<file path="src/rtl/vec_pkg.sv">
// vec_pkg
// Shared definitions for the vector operand path: the vector and element
// geometry, the vector type handed to alu_vec, and the state encoding of
// the operand loader.
// No ports (package).
package vec_pkg;

  localparam int VEC_SIZE = 256;
  localparam int ELEM     = 16;
  localparam int N_ELEM   = VEC_SIZE / ELEM;
  localparam int ADDR_W   = 16;

  typedef logic [VEC_SIZE-1:0] vec_t;

  typedef enum logic [1:0] {
    IDLE,
    FETCH,
    WAIT,
    DONE
  } loader_state_t;

endpackage

</file>
<file path="src/rtl/vec_operand_loader.sv">
// vec_operand_loader
// Operand-fetch stage in front of alu_vec. On start it reads N elements of
// vector A and then N elements of vector B, one per cycle, from a
// synchronous element-wide memory. It assembles both vectors and presents
// them with the latched opcode under a valid/ready handshake.
// Ports:
//   clk, rst_n          clock (rising edge) and async active-low reset
//   start               load request, only honoured in IDLE
//   base_a, base_b      element addresses of A[0] and B[0]
//   opcode_in           opcode latched with the accepted start
//   busy                high whenever the loader is not IDLE
//   mem_rd_en/mem_addr  read strobe and address towards the memory
//   mem_rdata           read data, valid one cycle after mem_rd_en
//   vectorA, vectorB    assembled vectors, element 0 in the LSBs
//   opcode              latched opcode
//   out_valid/out_ready result handshake towards the ALU/writeback
module vec_operand_loader
  import vec_pkg::*;
#(
  parameter int vector_size = VEC_SIZE,
  parameter int element     = ELEM,
  parameter int addr_width  = ADDR_W
) (
  input  logic                   clk,
  input  logic                   rst_n,
  input  logic                   start,
  input  logic [addr_width-1:0]  base_a,
  input  logic [addr_width-1:0]  base_b,
  input  logic [2:0]             opcode_in,
  output logic                   busy,
  output logic                   mem_rd_en,
  output logic [addr_width-1:0]  mem_addr,
  input  logic [element-1:0]     mem_rdata,
  output logic [vector_size-1:0] vectorA,
  output logic [vector_size-1:0] vectorB,
  output logic [2:0]             opcode,
  output logic                   out_valid,
  input  logic                   out_ready
);

  localparam int NE    = vector_size / element;
  localparam int CNT_W = $clog2(2 * NE);
  localparam logic [CNT_W-1:0] LAST_CNT = CNT_W'(2 * NE - 1);
  localparam logic [CNT_W-1:0] NE_CNT   = CNT_W'(NE);

  loader_state_t          state_q, state_d;
  logic [CNT_W-1:0]       cnt_q, cnt_d;
  logic [addr_width-1:0]  baseA_q, baseA_d;
  logic [addr_width-1:0]  baseB_q, baseB_d;
  logic [2:0]             opcode_q, opcode_d;
  logic                   capEn_q, capEn_d;
  logic [CNT_W-1:0]       capIdx_q, capIdx_d;
  logic [vector_size-1:0] vecA_q, vecA_d;
  logic [vector_size-1:0] vecB_q, vecB_d;
  logic [CNT_W-1:0]       offset;
  logic [CNT_W-1:0]       slot;

  // State register plus every datapath register; reset clears all of them
  // so an aborted load never leaves a partial vector visible.
  always_ff @(posedge clk or negedge rst_n) begin
    if (!rst_n) begin
      state_q  <= IDLE;
      cnt_q    <= '0;
      baseA_q  <= '0;
      baseB_q  <= '0;
      opcode_q <= '0;
      capEn_q  <= 1'b0;
      capIdx_q <= '0;
      vecA_q   <= '0;
      vecB_q   <= '0;
    end else begin
      state_q  <= state_d;
      cnt_q    <= cnt_d;
      baseA_q  <= baseA_d;
      baseB_q  <= baseB_d;
      opcode_q <= opcode_d;
      capEn_q  <= capEn_d;
      capIdx_q <= capIdx_d;
      vecA_q   <= vecA_d;
      vecB_q   <= vecB_d;
    end
  end

  // Next-state logic and memory-side outputs. The issue counter walks
  // 0..2N-1: the low half addresses A, the high half addresses B. Address
  // arithmetic is plain modulo-2^addr_width, so a base near the top wraps.
  always_comb begin
    state_d   = state_q;
    cnt_d     = cnt_q;
    baseA_d   = baseA_q;
    baseB_d   = baseB_q;
    opcode_d  = opcode_q;
    mem_rd_en = 1'b0;
    mem_addr  = '0;
    out_valid = 1'b0;
    offset    = (cnt_q < NE_CNT) ? cnt_q : (cnt_q - NE_CNT);

    case (state_q)
      IDLE: begin
        if (start) begin
          state_d  = FETCH;
          cnt_d    = '0;
          baseA_d  = base_a;
          baseB_d  = base_b;
          opcode_d = opcode_in;
        end
      end
      FETCH: begin
        mem_rd_en = 1'b1;
        mem_addr  = ((cnt_q < NE_CNT) ? baseA_q : baseB_q) + addr_width'(offset);
        cnt_d     = cnt_q + 1'b1;
        if (cnt_q == LAST_CNT) begin
          state_d = WAIT;
        end
      end
      WAIT: begin
        // The final B element lands on this edge via the capture pipe.
        state_d = DONE;
      end
      DONE: begin
        out_valid = 1'b1;
        if (out_ready) begin
          state_d = IDLE;
        end
      end
      default: state_d = IDLE;
    endcase

    capEn_d  = mem_rd_en;
    capIdx_d = cnt_q;
  end

  // Slot-write decoders: the delayed (rd_en, cnt) pair names the element
  // whose data is on mem_rdata this cycle; data arriving without a
  // preceding read strobe is dropped.
  always_comb begin
    vecA_d = vecA_q;
    vecB_d = vecB_q;
    slot   = '0;
    if (capEn_q) begin
      if (capIdx_q < NE_CNT) begin
        slot = capIdx_q;
        vecA_d[slot*element +: element] = mem_rdata;
      end else begin
        slot = capIdx_q - NE_CNT;
        vecB_d[slot*element +: element] = mem_rdata;
      end
    end
  end

  assign busy    = (state_q != IDLE);
  assign vectorA = vecA_q;
  assign vectorB = vecB_q;
  assign opcode  = opcode_q;

endmodule

</file>
<file path="config.mk">
export PLATFORM = sky130hd
export DESIGN_NAME = vec_operand_loader
export DESIGN_NICKNAME = d
export VERILOG_FILES = /design/src/rtl/vec_pkg.sv /design/src/rtl/vec_operand_loader.sv
export SDC_FILE = /design/constraint.sdc
export NUM_CORES = 1
export LEC_CHECK = 0
export CAP_MARGIN = 20
export CORE_AREA = 2 2 226 228
export CTS_BUF_LIST = sky130_fd_sc_hd__clkbuf_4 sky130_fd_sc_hd__clkbuf_8 sky130_fd_sc_hd__clkbuf_16
export DETAILED_ROUTE_END_ITERATION = 10
export DIE_AREA = 0 0 228 230
export GPL_TIMING_DRIVEN = 0
export PLACE_DENSITY_LB_ADDON = 0.1
export SYNTH_ARGS = -nofsm -noshare
export SYNTH_HDL_FRONTEND = slang
export SYNTH_SLANG_ARGS = --single-unit
</file>
<file path="constraint.sdc">
create_clock -name clk -period 4.74 [get_ports clk]
set_clock_uncertainty 0.05 [all_clocks]
set_input_delay 0.948 -clock clk [delete_from_list [all_inputs] [get_ports clk]]
set_output_delay 0.948 -clock clk [all_outputs]
set_load 0.02 [all_outputs]
</file>
==> Yosys cells after proc, flatten, opt, wreduce, memory -nomap -nowiden <==
Cells that the tools add are included.
{ "word_totals": {"ff_bits": 560, "inputBits": 55, "output_inout_bits": 534} }
{ "classes": {"addsub": 6, "n_lt_le_gt_ge": 2, "n_eq_ne": 7, "shifts": 4, "n_mux": 13, "bitwise_logic": 1, "n_reduce_logical": 8} }
{ "ops": {"columns": ["operator", "count"], "rows": [
  ["256-bit bitwise mux", 2],
  ["16-bit by 34-bit variable shift with 256-bit output (first input constant)", 2],
  ["16-bit by 34-bit indexed part select with 256-bit output", 2],
  ["9-bit negator with 34-bit output", 2],
  ["16-bit two-way mux", 2],
  ["16-bit by 5-bit adder with 16-bit output", 1],
  ["5-bit less-than comparator (second input constant)", 2],
  ["5-bit two-way mux", 2],
  ["5-bit one-hot mux with 2 select lines", 1],
  ["5-bit subtractor (second input constant)", 2],
  ["2-bit one-hot mux with 4 select lines", 1],
  ["2-bit AND reduction", 4],
  ["2-bit two-way mux", 3],
  ["2-bit inequality test (second input constant)", 3],
  ["5-bit by 1-bit adder with 5-bit output (second input constant)", 1],
  ["5-bit == test (second input constant)", 1],
  ["2-bit == test (second input constant)", 2],
  ["2-bit nonzero test", 2],
  ["3-bit AND reduction", 1],
  ["2-bit by 1-bit == test with 1-bit output (second input constant)", 1],
  ["2-bit zero test", 1],
  ["1-bit two-way mux", 2],
  ["1-bit NOT", 1]
]} }

==> Depth between registers and ports, before layout <==
{ "depth": {"depth_word": 4, "depth_mapped": 12, "ltp_nobuf": 8} }

==> Worst setup path after synthesis <==
Ideal clock, no wire load.
{ "synth_timing": {"path_kind": "flip-flop to output port", "start": "reg cnt_q[4], in the netlist capIdx_d[4]", "end": "out mem_addr[14]", "t_arrival_ns": 3.375, "t_required_ns": 3.742, "slack_ns": 0.367, "path_stages_with_launch": 11, "path_buffers": 4, "cell_sequence": "dfrtp_1 > clkbuf_1 > buf_1 > clkbuf_1 > mux2_2 > ha_1 > nand3_1 > and2_1 > clkbuf_1 > a2111oi_0 > mux2i_1"} }
{ "synth_between": {"elab_chain_cells": 4, "elab_cells_between_ends": 6} }
{ "synth_lines": {"columns": ["element", "line_no", "source"], "rows": [
  ["start: declaration", "vec_operand_loader.sv:47", "logic [CNT_W-1:0] cnt_q, cnt_d;"],
  ["start signal: assignment", "vec_operand_loader.sv:73", "cnt_q <= cnt_d;"],
  ["5-bit subtractor or 5-bit less-than comparator (tied branches)", "vec_operand_loader.sv:96, vec_operand_loader.sv:110", null],
  ["5-bit two-way mux or 16-bit two-way mux (tied branches)", "vec_operand_loader.sv:96, vec_operand_loader.sv:110", null],
  ["16-bit by 5-bit adder with 16-bit output (*)", "vec_operand_loader.sv:110", "mem_addr = ((cnt_q < NE_CNT) ? baseA_q : baseB_q) + addr_width'(offset);"],
  ["16-bit two-way mux (*)", "vec_operand_loader.sv:98", "case (state_q)"],
  ["end: declaration", "vec_operand_loader.sv:32", "output logic [addr_width-1:0] mem_addr,"]
]} }
Mark *: on every way between the ends. The rest lies on a longest branch, timed or not.

==> Worst setup path in the final report <==
{ "layout_timing": {"start": "reg cnt_q[4], in the netlist capIdx_d[4]", "end": "out mem_addr[3]"} }
{ "layout_between": {"elab_chain_cells": 4, "elab_cells_between_ends": 5} }
{ "layout_lines": {"columns": ["element", "line_no"], "rows": [
  ["5-bit less-than comparator (*)", "vec_operand_loader.sv:96, vec_operand_loader.sv:110"],
  ["16-bit two-way mux or 5-bit two-way mux (tied branches)", "vec_operand_loader.sv:110, vec_operand_loader.sv:96"],
  ["16-bit by 5-bit adder with 16-bit output (*)", "vec_operand_loader.sv:110"],
  ["16-bit two-way mux (*)", "vec_operand_loader.sv:98"]
]} }
Marks and branches as above.

==> results.ini <==
[outcome]
status=complete, no violations

[die]
die_h_um=230
placementRows=82
die_width_um=228
ioPinCount=589
core_um2=49860
initial_utilization=0.4593
floorplan_die_area_um2=52440

[global_route]
global_route.overflow_total=0
met1_usage=0.3691
grt_use_met2=0.4866
antenna_found_initial=3
grt_use_met3=0.07230
grt_pass1_wl_um=114700
grt_pass1_vias=17870
gr-usage-all-layers=0.2905
largest_net_degree_at_the_start_of_global_routing=125
gr-max-usage-layer=met2

[layout]
syn2layout_area_growth_pct=38.75
filler_cell_count=4051
finish.instance_area_um2=31780
drive_above_1_share=0.2088
layout_commonest_cell=clkdlybuf4s50_1
multi_input_gate_area_in_the_final_layout_um2=8284
layout_common_cells=clkdlybuf4s50_1 (574), dfrtp_1 (559), mux2_2 (351), nand2_1 (249), o21ai_0 (155)
seqCellArea_um2=14010
layout.nets=2551
insertedDiodeCount=0

[placed_design]
dpl_cell_area_um2=29760
dp_hpwl_um=57410
routability_congestion=0.8414
buffer_ports.inserted=587

[setup_path]
critical_path_class=flip-flop to output port
arrival_ps=3550
crit_family=buffers and inverters
critPathCaptureType=output port
cp.required_ps=3740
slowest_delay_ps=670
maximum_fanout_count_along_the_critical_path=19
timing.critical_path.cells=buf_4 -> clkbuf_8 -> mux2_2 -> ha_1 -> a211o_1 -> a211oi_1 -> clkdlybuf4s50_1
cpMaxStageDelayCell=clkdlybuf4s50_1
timing.critical_path.from_type=flip-flop
worst-path-buf-inv=3

[clock_tree]
postCtsSetupBuffers=0
cts.hold.buffers_added=0
tritoncts.num_buffers=58
maximum_buffer_depth_of_the_clock_tree=3
cts.htree.levels=2
worst_setup_hold_path_clk_slew_ps=60
buffer_cell_driving_the_clock_tree_root=clkbuf_16
clock_sinks=560
tritoncts=done
clk_latency_ps=610

[synth]
synth.cell_area_um2=22900
async_reset_ff_frac=1.000
synth.ff_latch_count=560
synthDistinctLibCells=67
postSynthNetCount=1900
synth-warning-count=0
dominant_synthesized_flop_cell=dfrtp_1
synth_cells=1831
post_synth_edffs=0
synth_sequential_area_ratio=0.6119
avgSynthCellArea_um2=12.51

[min_path]
hold_class=primary input to asynchronous set/reset pin

[power_and_ir_drop]
power_density_relative_to_cell_area_nw_per_um2=534.4
seq_power_share=0.360
switching_share=0.3653
power.share.combinational=0.361
clock_power_share=0.278
vdd_ir_drop_max_mv=0.3881
net_switching_power_uw=6203
p_leak_uw=0.01476
design_internal_power_uw=10780

[detailed_routing]
detail_route.wl_per_cell_um=24.15
initial_drt_pass_iterations=5
post_drt_via_cell_ratio=5.458
iteration_0_drc_count_of_the_detailed_router=1223
wirelength_um=77310
detail_route.drc_violations=0
num_vias=17470
final_antenna_net_count=0

[timing]
finalMaxSlewViolations=0
max_clock_freq_mhz=219.8
least_margin_pin_slew_ps=1032
period_minus_slack_ps=4550
rsz0062_at_grt=no
finalHoldWorstSlack_ps=191.4
final_period_util=0.9599
final-hold-violation-count=0
timing.max_slew.rel_slack=0.3100
setup_viol=0

[job]
max_cap_violations=0

worst paths after layout:
kind                              from            to  slack, ps  cells after the start
setup / recovery           capIdx_d[4]   mem_addr[3]        190                      7
hold / removal                   rst_n  vectorB[187]        190                      1
setup reg to reg           capIdx_q[0]   vectorB[46]        630                     11
hold reg to reg            capIdx_d[4]   capIdx_q[4]        430                      0
max in group asynchronous        rst_n  vectorA[198]       2480                      4
min in group clk           capIdx_d[4]   capIdx_q[4]        430                      0
cell type report:
type,count,area share
timing repair buffer,593,0.1888
clock buffer,84,0.05552
tap,672,0.02646
buffer,112,0.01496
multi-input combinational,1116,0.2607
clock inverter,23,0.007678
sequential,560,0.4411
inverter,41,0.004843
routing by layer:
metal | part of all wire | vias to the layer above
met5 | 0.00017 | -
met4 | 0.035 | 2
met3 | 0.074 | 134
met2 | 0.48 | 643
met1 | 0.41 | 8996
li1 | - | 7697
cells in the mapped netlist (all sizes together) (13+ instances only):
master  count  area share
mux2i      42       0.018
and3       34      0.0093
inv        41      0.0067
mux2      351        0.17
nor2       79       0.013
buf        38      0.0080
o41ai      18      0.0069
and2       23      0.0063
clkbuf     76       0.012
nand2     251       0.041
dfrtp     560        0.61
o21ai     156       0.034
o31ai      31       0.010
ha         13      0.0071
per-stage QoR:
stage | cells | total power [µW] | setup WS [ps] | setup TNS [ps] | util
floorplan | 1831 | 9442 | 366.6 | 0 | -
global placement | 3090 | 12190 | -21460 | - | 0.5940
detailed placement | 3095 | 12330 | -885.7 | -7576 | 0.5969
CTS | 3201 | 17080 | 0.04530 | 0 | 0.6374
global route | 3201 | 17760 | 56.11 | 0 | 0.6373
finish | 3201 | 16980 | 190.3 | 0 | 0.6373
power by group through the flow:
stage | clock network [µW] | registers, µW | logic [µW]
after floorplan | 0 | 6890 | 2550
after global placement | 0 | 6180 | 6010
after detailed placement | 0 | 6200 | 6130
after CTS | 4810 | 6120 | 6150
after global routing | 4980 | 6230 | 6550
final | 4720 | 6120 | 6140
kinds of logic after synthesis:
| group | Yosys count | share of synthesized area |
|---|---|---|
| flops | 560 | 0.6119 |
| simple gates | 455 | 0.09288 |
| mux | 393 | 0.1909 |
| compound gates | 249 | 0.06687 |
| buf+inv | 155 | 0.02721 |
| fa+ha+maj | 14 | 0.007977 |
| xor+xnor | 5 | 0.002240 |
timing repair:
action,in CTS,in global routing
setup endpoints to repair,16,13
gates resized for setup,26,13
pin swaps,0,0
flip-flops by register name (all words and copies together), names as in the netlist:
register	flops
vectorB	256
state_q	2
capIdx_d	5
baseB_q	16
opcode	3
capIdx_q	5
baseA_q	16
vectorA	256
capEn_q	1
No activity file was read; power rests on OpenSTA's default activity.
==> variant 1 (config.mk and constraints unchanged) <==
Reset style: synchronous (`rst_n`), changed in one clocked block. Comments in the files are not updated.
--- a/src/rtl/vec_operand_loader.sv
+++ b/src/rtl/vec_operand_loader.sv
@@ -57,7 +57,7 @@
 
   // State register plus every datapath register; reset clears all of them
   // so an aborted load never leaves a partial vector visible.
-  always_ff @(posedge clk or negedge rst_n) begin
+  always_ff @(posedge clk) begin
     if (!rst_n) begin
       state_q  <= IDLE;
       cnt_q    <= '0;
Check against the original RTL: differs if rst_n is asserted again (counterexample within 4 cycles, from zero or initial values and one cycle with rst_n low); with rst_n held inactive, the same outputs for 4 cycles.
==> variant 1 against the unedited design <==
Register-to-register slack worse by 0.37 ns. Final area down 2.1%. Via count up 10%. Area after synthesis down 3.4%. Routed wire length up 7.9%. Sequential share of layout area down 8.1 points. Non-clock buffer count up 60. Global-route usage up 1.6 points. Setup slack better by 0.0088 ns. Die area unchanged. Sequential cell count unchanged. Highest routed layer is now met4.
Power is not compared: it rests on default switching activity, and its combinational part moved more than twofold at a synthesized area within 25%.
==> variant 1: results (changes against the unedited design) <==
stage;metric;value;unit;change
clock_network;clk buf depth;3;;unchanged
route;initial detailed-routing violation count;1056;;-14%
final_layout;Net count, final;2983;;+17%
logic_synthesis;largest cells by area after synthesis;dfxtp_1 (51%), mux2i_1 (22%), nand2_1 (11%), a21boi_0 (2.3%), clkbuf_1 (2.1%);;
status;status;finished, final reports clean;;
final_layout;share of layout cells above drive strength 1;7.70;%;-13 points
global_routing;gr usage total;30.7;%;+1.6 points
route;Routed met3 length;5900;um;+3.1%
logic_synthesis;Syn Nets;2332;;+23%
route;met1 WL;34000;um;+8.2%
global_routing;antenna violations before repair;3;;unchanged
placement;HPWL Detailed;62700;um;+9.2%
logic_synthesis;Yosys cell types;65;;-3.0%
pwr;P_leak;12.4;nW;
placement;Routability Congestion;0.886;;+5.3%
placement;Port Buffers;587;;unchanged
global_routing;first-pass GRT wire length;122000;um;+6.5%
clock_network;later-pin clock latency in the skew report;0.62;ns;
clock_network;TritonCTS Buffers;58;;unchanged
logic_synthesis;sequential element share of the synthesized area;50.7;%;-11 points
clock_network;Clock Tree Root;clkbuf_16;;
worst_hold_path;HP Class;register to register;;
route;routed wl met2;39800;um;+6.2%
logic_synthesis;Post-synth top cells;nand2_1 (657), dfxtp_1 (560), mux2i_1 (486), clkbuf_1 (123), nand3_1 (90);;
clock_network;H-tree levels;2;;unchanged
sta;slew margin rel.;22.9;%;-8.1 points
route;WL/cell;23.0;um;-4.9%
logic_synthesis;post-synth top area cell;dfxtp_1;;
global_routing;vias in the first global route;19400;;+8.8%
clock_network;Setup Buffers After CTS;0;;unchanged
final_layout;ant diodes;0;;unchanged
route;Via density;5.30;;-2.8%
route;top sig layer;met4;;
global_routing;pin count of the biggest net entering global routing;15;;-88%
logic_synthesis;Synth async-reset ratio;0;%;-100 points
clock_network;clock-pin transition on the worst setup and hold timing paths;0.07;ns;
setup_path;CP arrival;3.54;ns;about the same
## variant 1: cell types whose count changed after synthesis, sizes merged, moves of 26 or more
cell    change
a21boi     +70
o31ai      -30
and3       -26
clkbuf     +47
nand2     +413
mux2      -341
o21ai     -144
mux2i     +444
inv        -30
dfxtp     +560
nand3      +78
nand4      +31
nor2       -69
dfrtp     -560
## variant 1: path summary, 6_finish.rpt
check,slack [ns],to,from,cells after the start
max,0.20,mem_addr[8],capIdx_d[4],10
max reg2reg,0.26,vectorB[236],capIdx_q[0],15
min reg2reg,0.41,vectorA[226],vectorA[226],2
min,0.41,vectorA[226],vectorA[226],2
## variant 1: area by class of cell
type / instances / area (um^2)
inverter: 11 / 41.3
buffer: 172 / 886
timing repair buffer: 593 / 5970
sequential: 560 / 11200
clock buffer: 87 / 1830
multi-input combinational: 1518 / 10000
fill: 4245 / 18800
clock inverter: 20 / 280
tap: 672 / 841
## variant 1: power by group
| group | total (W) | switching [W] | internal, W |
|---|---|---|---|
| Clock | 0.00498 | 0.00194 | 0.00304 |
| Sequential | 0.00488 | 0.0000777 | 0.00480 |
| Combinational | 0.00130 | 0.000906 | 0.000398 |
## variant 1: per-stage QoR
step	util [%]	cell area (um^2)	hold slack, ns	instances	setup WS, ns
4_1_cts	62.3	31100	0.407	3634	0.00114
5_1_grt	62.4	31100	0.423	3633	0.0228
2_1_floorplan	-	22100	0.390	2263	0.574
3_5_place_dp	58.1	29000	0.399	3528	-0.472
6_report	62.4	31100	0.405	3633	0.199
3_3_place_gp	57.8	28800	0.393	3522	-0.363
## variant 1: timing repair
item | 4_1_cts | 5_1_grt
endpoints found under the hold margin | 0 | 0
resized for setup | 49 | 7
endpoints found under the setup margin | 15 | 72
## variant 1: routing by layer
metal | vias to the layer above | track usage (%)
met5 | - | 0
met4 | 0 | 13.0
met3 | 184 | 7.65
met2 | 721 | 52.6
met1 | 9405 | 36.5
li1 | 8958 | -
## variant 1: worst max-delay path: stages, from the launching register on
cell and delay (ns):
dfxtp_2 0.39, clkbuf_4 0.29, buf_6 0.21, mux2_2 0.35, ha_1 0.22, fa_1 0.41, nand3_1 0.09, nand2_1 0.07
buf_2 0.20, a221oi_2 0.33, clkdlybuf4s15_1 0.35
## variant 1: cell families (layout without fill, tap and decap cells)
kind of cell / Yosys count / count (layout) / share of synthesized area, %
mux: 496 / 496 / 22.5
fa+ha+maj: 14 / 14 / 0.826
simple gates: 871 / 871 / 16.8
flops: 560 / 560 / 50.7
xor+xnor: 2 / 2 / 0.0792
buf+inv: 185 / 883 / 4.14
compound gates: 135 / 135 / 4.98
==> variant 2 (same flow settings) <==
Made on the original files. `ADDR_W`: 16 -> 17.
--- a/src/rtl/vec_pkg.sv
+++ b/src/rtl/vec_pkg.sv
@@ -8,7 +8,7 @@
   localparam int VEC_SIZE = 256;
   localparam int ELEM     = 16;
   localparam int N_ELEM   = VEC_SIZE / ELEM;
-  localparam int ADDR_W   = 16;
+  localparam int ADDR_W   = 17;
 
   typedef logic [VEC_SIZE-1:0] vec_t;
 
Interface: changed (resized base_a, base_b and mem_addr); port bits go from 589 to 592. The function was not compared with the original's and may differ.
==> variant 2 against the unedited design <==
Sequential cell count grew 2. Routed wire length grew 2.2%. Final area shrank 1.4%. Area after synthesis shrank 2.0%. Utilization shrank 0.92 points. Clock power grew 0.8%. Total power grew 17%. First-iteration DRC count grew 2.5%. Setup slack gained 0.062 ns. Critical path type unchanged.
==> variant 2: results (changes against the unedited design) <==
stage;metric;value;unit;change
status;status;finished, final reports clean;;
final_layout;clock-cell share of area;6.35;%;+0.032 points
final_layout;Net count, final;2790;;+9.4%
global_routing;vias in the first global route;18700;;+4.9%
pwr;Worst VDD drop;480;uV;+24%
logic_synthesis;largest family of logic cells by synthesized area;simple AND/OR/NAND/NOR gates;;
setup_path;CP arrival;3.49;ns;-0.06 ns
logic_synthesis;syn_area_per_cell;10.8;um^2;-14%
logic_synthesis;Post-Synth XOR/XNOR Area;0.468;%;+0.24 points
pwr;clock-net power;0.00476;W;+0.8%
placement;Placed Area;29300;um^2;-1.5%
global_routing;pin count of the biggest net entering global routing;121;;-3.2%
route;Via density;5.38;;-1.5%
pwr;comb pwr;0.00810;W;+32%
final_layout;inverters;59;;+44%
pwr;clock share of power;24.0;%;-3.8 points
final_layout;#MultiIn Comb;1314;;+18%
logic_synthesis;proportion of synthesized area in mux cells;10.4;%;-8.6 points
final_layout;Data buffer area share;21.2;%;+0.80 points
global_routing;M1 GR Usage;37.4;%;+0.52 points
placement;worst slack, placed;-0.507;ns;+0.379 ns
clock_network;post-CTS resize count;18;;-31%
placement;Routability Congestion;0.918;;+9.1%
route;initial detailed-routing violation count;1253;;+2.5%
pwr;PD cells;633;nW/um^2;+18%
route;top sig layer;met4;;
global_routing;met3 Resource Use GR;8.67;%;+1.4 points
global_routing;first-pass GRT wire length;118000;um;+2.8%
route;Routed met3 length;6710;um;+17%
placement;DP Cell Count;3334;;+7.7%
placement;Port Buffers;574;;-2.2%
logic_synthesis;sequential element share of the synthesized area;62.7;%;+1.5 points
final_layout;Multi-input gate area;7570;um^2;-8.6%
global_routing;antenna violations before repair;0;;-3
logic_synthesis;Yosys cell types;56;;-16%
global_routing;GR Layer Usage met2;48.2;%;-0.45 points
final_layout;clkbuf count;82;;-2.4%
setup_path;crit-path max cell delay;0.62;ns;-0.05 ns
-- variant 2: cell types whose count changed after synthesis, moves of 7 or more --
cell      unedited run  this run
and3_1              34         4
buf_2               30        15
clkbuf_1            76       111
inv_1               41        58
mux2_2             351       154
mux2i_1             42        61
nand2_1            249       469
nand2b_1             0         7
nand3_1             12        67
nor2_1              78        58
o21ai_0            155       370
o31ai_1             31         0
o41ai_1             18         1
xnor2_1              3        11
-- variant 2: final timing paths --
kind | start | end | slack (ns) | cells past startpoint
worst min-delay path | rst_n | vectorB[183] | 0.20 | 1
min in group clk | capIdx_d[4] | capIdx_q[4] | 0.42 | 0
worst max register to register | capIdx_q[0] | vectorB[89] | 0.75 | 12
worst max-delay path | capIdx_d[4] | mem_addr[5] | 0.25 | 9
worst min register to register | capIdx_d[4] | capIdx_q[4] | 0.42 | 0
max in group asynchronous | rst_n | vectorA[12] | 2.68 | 4
